==> src/rtl/wm8960_cfg_pkg.sv <==
// WM8960 config scheduler: shared states and default table slices.
// Build option: CFG_SCHED_RETRY_EN enables per-entry NACK retries.
package wm8960_cfg_pkg;

  typedef enum logic [2:0] {
    S_IDLE,
    S_FETCH,
    S_LATCH,
    S_ISSUE,
    S_WAIT,
    S_NEXT
  } state_e;

  localparam logic [7:0] WM8960_DEV_ID = 8'h34;

  localparam logic [31:0] DEF_SEQ_START =
    {8'd18, 8'd0, 8'd0, 8'd0};
  localparam logic [31:0] DEF_SEQ_LEN =
    {8'd2, 8'd18, 8'd18, 8'd18};

  localparam int DEF_MAX_RETRY = 3;

endpackage

==> src/rtl/cfg_prio_pick.sv <==
// Lowest-index-first priority pick over the pending flags.
// Build option: none (CFG_SCHED_RETRY_EN lives in the top).
module cfg_prio_pick #(
  parameter int N  = 4,
  parameter int IW = 2
) (
  input  logic [N-1:0]  pend_i,
  output logic          any_o,
  output logic [IW-1:0] idx_o
);

  always_comb begin
    any_o = 1'b0;
    idx_o = '0;
    for (int i = N - 1; i >= 0; i--) begin
      if (pend_i[i]) begin
        any_o = 1'b1;
        idx_o = IW'(i);
      end
    end
  end

endmodule

==> src/rtl/wm8960_cfg_sched.sv <==
// Fixed-priority scheduler feeding the WM8960 I2C write engine.
// Build option: CFG_SCHED_RETRY_EN (retry NACKed entries, then skip).
module wm8960_cfg_sched
  import wm8960_cfg_pkg::*;
#(
  parameter int                 N_REQ     = 4,
  parameter logic [8*N_REQ-1:0] SEQ_START = DEF_SEQ_START,
  parameter logic [8*N_REQ-1:0] SEQ_LEN   = DEF_SEQ_LEN,
  parameter logic [7:0]         DEV_ID    = WM8960_DEV_ID,
  parameter int                 MAX_RETRY = DEF_MAX_RETRY
) (
  input  logic             Clk,
  input  logic             Rst_n,
  input  logic [N_REQ-1:0] req,
  output logic             busy,
  output logic [1:0]       grant_id,
  output logic             seq_done,
  output logic             seq_err,
  output logic [7:0]       tbl_addr,
  input  logic [15:0]      tbl_q,
  output logic             wrreg_req,
  output logic [7:0]       reg_addr,
  output logic [7:0]       wrdata,
  output logic [7:0]       device_id,
  input  logic             RW_Done,
  input  logic             ack
);

`ifdef CFG_SCHED_RETRY_EN
  localparam int TRIES = (MAX_RETRY < 1) ? 1 : MAX_RETRY;
`else
  localparam int TRIES = 1;
`endif
  localparam int TW = $clog2(MAX_RETRY + 1);

  state_e           state_q;
  logic [N_REQ-1:0] pend_q;
  logic [7:0]       idx_q;
  logic [7:0]       n_q;
  logic [7:0]       len_q;
  logic [TW-1:0]    try_q;
  logic             busy_q;
  logic [1:0]       gid_q;
  logic             done_q;
  logic             err_q;
  logic             wr_q;
  logic [7:0]       raddr_q;
  logic [7:0]       wdata_q;

  logic             any;
  logic [1:0]       pick;
  logic [N_REQ-1:0] clr;
  logic [7:0]       pick_len;

  cfg_prio_pick #(
    .N  (N_REQ),
    .IW (2)
  ) u_pick (
    .pend_i (pend_q),
    .any_o  (any),
    .idx_o  (pick)
  );

  assign clr      = N_REQ'(1) << pick;
  assign pick_len = SEQ_LEN[8*pick +: 8];

  always_ff @(posedge Clk or negedge Rst_n) begin
    if (!Rst_n) begin
      state_q <= S_IDLE;
      pend_q  <= '0;
      idx_q   <= '0;
      n_q     <= '0;
      len_q   <= '0;
      try_q   <= '0;
      busy_q  <= 1'b0;
      gid_q   <= '0;
      done_q  <= 1'b0;
      err_q   <= 1'b0;
      wr_q    <= 1'b0;
      raddr_q <= '0;
      wdata_q <= '0;
    end else begin
      done_q <= 1'b0;
      err_q  <= 1'b0;
      wr_q   <= 1'b0;
      pend_q <= pend_q | req;
      unique case (state_q)
        S_IDLE: begin
          // busy_q still high here means a sequence just ended
          busy_q <= 1'b0;
          if (any && !busy_q) begin
            pend_q <= (pend_q & ~clr) | req;
            gid_q  <= pick;
            idx_q  <= SEQ_START[8*pick +: 8];
            len_q  <= pick_len;
            n_q    <= '0;
            try_q  <= '0;
            if (pick_len == 8'd0) begin
              done_q <= 1'b1;
            end else begin
              busy_q  <= 1'b1;
              state_q <= S_FETCH;
            end
          end
        end
        S_FETCH: state_q <= S_LATCH;
        S_LATCH: begin
          raddr_q <= tbl_q[15:8];
          wdata_q <= tbl_q[7:0];
          wr_q    <= 1'b1;
          state_q <= S_ISSUE;
        end
        S_ISSUE: state_q <= S_WAIT;
        S_WAIT: begin
          if (RW_Done) begin
            if (!ack) begin
              state_q <= S_NEXT;
            end else if (32'(try_q) + 1 < TRIES) begin
              try_q   <= try_q + TW'(1);
              state_q <= S_LATCH;
            end else begin
              err_q <= 1'b1;
`ifdef CFG_SCHED_RETRY_EN
              state_q <= S_NEXT;
`else
              state_q <= S_IDLE;
`endif
            end
          end
        end
        S_NEXT: begin
          try_q <= '0;
          if (n_q + 8'd1 == len_q) begin
            done_q  <= 1'b1;
            state_q <= S_IDLE;
          end else begin
            n_q     <= n_q + 8'd1;
            idx_q   <= idx_q + 8'd1;
            state_q <= S_FETCH;
          end
        end
        default: state_q <= S_IDLE;
      endcase
    end
  end

  assign busy      = busy_q;
  assign grant_id  = gid_q;
  assign seq_done  = done_q;
  assign seq_err   = err_q;
  assign tbl_addr  = idx_q;
  assign wrreg_req = wr_q;
  assign reg_addr  = raddr_q;
  assign wrdata    = wdata_q;
  assign device_id = DEV_ID;

endmodule

==> config.mk <==
export PLATFORM = sky130hd
export DESIGN_NAME = wm8960_cfg_sched
export DESIGN_NICKNAME = d
export VERILOG_FILES = /design/src/rtl/wm8960_cfg_pkg.sv /design/src/rtl/cfg_prio_pick.sv /design/src/rtl/wm8960_cfg_sched.sv
export SDC_FILE = /design/constraint.sdc
export NUM_CORES = 1
export LEC_CHECK = 0
export CORE_MARGIN = 10
export CORE_UTILIZATION = 23
export CTS_CLUSTER_DIAMETER = 40
export CTS_CLUSTER_SIZE = 25
export DETAILED_ROUTE_END_ITERATION = 10
export MAX_ROUTING_LAYER = met4
export PLACE_DENSITY = 0.56
export SLEW_MARGIN = 10
export SYNTH_ARGS = -nofsm -noshare
export SYNTH_HDL_FRONTEND = slang
export SYNTH_SLANG_ARGS = --single-unit
==> constraint.sdc <==
create_clock -name Clk -period 2.25 [get_ports Clk]
set_input_delay 0.45 -clock Clk [delete_from_list [all_inputs] [get_ports Clk]]
set_output_delay 0.45 -clock Clk [all_outputs]
set_load 0.01 [all_outputs]
==> impl_metrics.tcl <==
set metrics [dict create \
    status "complete, no violations" \
    power_density_mw_per_mm2 1060 \
    synth_edf_count 0 \
    fin_worst_skew_ns 0.00491 \
    synth-compound-area-share_pct 12.5 \
    cp_max_fo 8 \
    clk_latency_ns 0.30 \
    syn_to_final_growth_pct 34.2 \
    synth_area_per_cell_um2 10.4 \
    setup_violations 0 \
    netlist.area_leader.share_pct 51.2 \
    io_buffers 53 \
    antennaDiodeCount 0 \
    grt_pass1_wl_mm 9.53 \
    final_common_cell "clkdlybuf4s50_1" \
    cts_sinks 47 \
    synth_area_leader_cell "dfrtp_1" \
    wire_per_inst_um 14.2 \
    synth_area_mm2 0.00230 \
    dr_total_vias 1859 \
    place_inst 402 \
    yosys_warnings 0 \
    synth_cell_type_count 47 \
    wl_met3_um 565 \
    drc 0 \
    drt_iter0_drc 74 \
    yosysSeqAreaShare_pct 51.2 \
    drt-met1-wl_mm 2.79 \
    tightest_slew_ns 0.611 \
    power.total_mw 3.26 \
    fp.dieH_um 120 \
    required_ns 2.47 \
    syn_inst 220 \
    drive_gt1_share_pct 17.2 \
    final_hold_viol_count 0 \
    max-vdd-ir-drop_mv 0.508 \
    crit_path_cell_trace "ha_1, nand3_4, nor4b_2, a211oi_1, buf_4, a211oi_4, buf_2, or4_1, a21oi_1" \
    floorplan.die_area_mm2 0.0144 \
    clkTransAtPathRegs_ns 0.09 \
    crit_arrival_ns 2.40 \
    dr.pass1.iters 4 \
    finalNonFillerCells 412 \
    crit_type "flip-flop to flip-flop" \
    grt_overflow 0 \
    synth_top_family_by_area "simple AND/OR/NAND/NOR gates" \
    met2_length_mm 2.47 \
    yosys.area_share.simple_pct 17.3 \
    cts.htree.levels 2 \
    leakage_nw 1.24 \
    io_pins 62 \
    synthXorXnorAreaFrac_pct 1.14 \
    crit_path_max_incr_delay_ns 0.47 \
    synth_ff_type "dfrtp_1" \
    synth.area.mux_share_pct 10.1 \
    routabilityCongestion 0.787 \
    critPathTopFamily "simple AND/OR/NAND/NOR gates" \
    cts_tree "built" \
    synth_seq_cells 47 \
    track_usage_pct 8.27 \
    die_w_um 120 \
    max-slew-margin-rel_pct 59.3 \
    maxCapViolCount 0 \
    worstSetupEndpointType "flip-flop" \
    finalCriticalPeriod_ns 2.18 \
    max_freq_mhz 459 \
    core_mm2 0.00977 \
    crit_buf_inv 2 \
    start_kind "flip-flop" \
    cts_buffer_depth 2 \
    top_layer "met4" \
    final_nets 304 \
    antenna_found_initial 0 \
    synthTopCellsByArea "dfrtp_1, mux2_2, buf_4, nand2_1, nor2_1" \
    dpl.hpwl_mm 4.18 \
    start_util_pct 23.5 \
    ant_nets 0 \
    grt_max_degree 48 \
    mostFrequentLayoutCells "clkdlybuf4s50_1, dfrtp_1, nand2_1, nor2_1, mux2_2" \
    root_buffer "clkbuf_8" \
    maxSlewViolCount 0 \
    grt_pass1_vias 1839 \
    via_per_inst 4.51 \
    cpMaxStageDelayCell "or4_1" \
    fin_crit_sh_pct 96.8 \
    whs_ns 0.239 \
    min_path_type "primary input to asynchronous set/reset pin" \
    wirelength_mm 5.85 \
    rows 36 \
    synth-async-reset-ratio_pct 100 \
    synthAdderAreaFrac_pct 1.09 \
    numCtsBuffers 5 \
]
## stage by stage
| stage | utilization [%] | TNS (ns) | setup WS (ns) | area, um^2 |
|---|---|---|---|---|
| after CTS | 31.2 | 0 | 0.0397 | 3050 |
| after floorplan | - | 0 | 0.183 | 2320 |
| after detailed placement | 30.4 | 0 | 0.0838 | 2970 |
| after global routing | 31.5 | -0.00276 | -0.00276 | 3080 |
| after global placement | 30.4 | 0 | 0.115 | 2970 |
| final | 31.5 | 0 | 0.0720 | 3080 |
## Yosys cell counts (5+ instances only)
cell type / n
nor2_1: 18
dfrtp_1: 47
buf_2: 6
mux2_2: 17
o31ai_1: 5
nand3_1: 8
o21ai_0: 12
inv_1: 5
nor3_1: 7
clkbuf_1: 5
buf_4: 9
nand2_1: 18
a21oi_1: 6
## state kept, by name, summed over array words and instances (netlist names)
signal / flops
seq_done: 1
tbl_addr: 8
pend_q: 4
state_q: 3
wrreg_req: 1
reg_addr: 8
len_q: 2
busy: 1
grant_id: 2
n_q: 8
seq_err: 1
wrdata: 8
## power by group
part           internal, mW  leakage [nW]  switching (mW)  total (mW)
Clock                 0.213        0.0477           0.289       0.502
Sequential             1.11         0.579           0.218        1.33
Combinational         0.799         0.613           0.628        1.43
## timing repair
action                     CTS  global route
resized for setup            0             4
hold buffers                 0             0
setup endpoints to repair    0            16
setup buffers                0             1
## cells by family after synthesis
logic type / count (synthesis)
fa+ha+maj: 2
other cells: 2
mux: 21
flops: 47
compound gates: 42
xor+xnor: 3
simple gates: 77
buf+inv: 26
## area by class of cell
class,count,area [um^2]
inverter,5,18.8
clock inverter,3,15.0
multi-input combinational,153,1010
tap,133,166
fill,1006,6690
timing repair buffer,66,624
clock buffer,5,68.8
sequential,47,1180
## path summary, 6_finish.rpt
path / start / end / slack [ns] / cells past startpoint
worst max-delay path: n_q[0] / tbl_addr[6] / 0.07 / 9
worst min-delay path: Rst_n / tbl_addr[5] / 0.24 / 2
worst max register to register: n_q[0] / tbl_addr[6] / 0.07 / 9
worst min register to register: len_q[1] / len_q[1] / 0.50 / 1
max in group asynchronous: Rst_n / wrdata[4] / 1.60 / 2
min in group Clk: len_q[1] / len_q[1] / 0.50 / 1
## worst reg2reg max path, delay by kind of cell (launching register included)
family                   cells  cell delay, ns
AO/OA/AOI/OAI                3            0.48
adder cells (fa/ha/maj)      1            0.25
buffers and inverters        2            0.35
flip-flops                   1            0.39
AND/OR/NAND/NOR              3            0.64
## layer usage
layer  GRT usage [%]  vias up
li1                -      875
met1            10.6      915
met2            11.2       67
met3            4.41        2
met4            1.81        0
met5               -        -
Note: power is estimated with default switching activity, not from simulation.
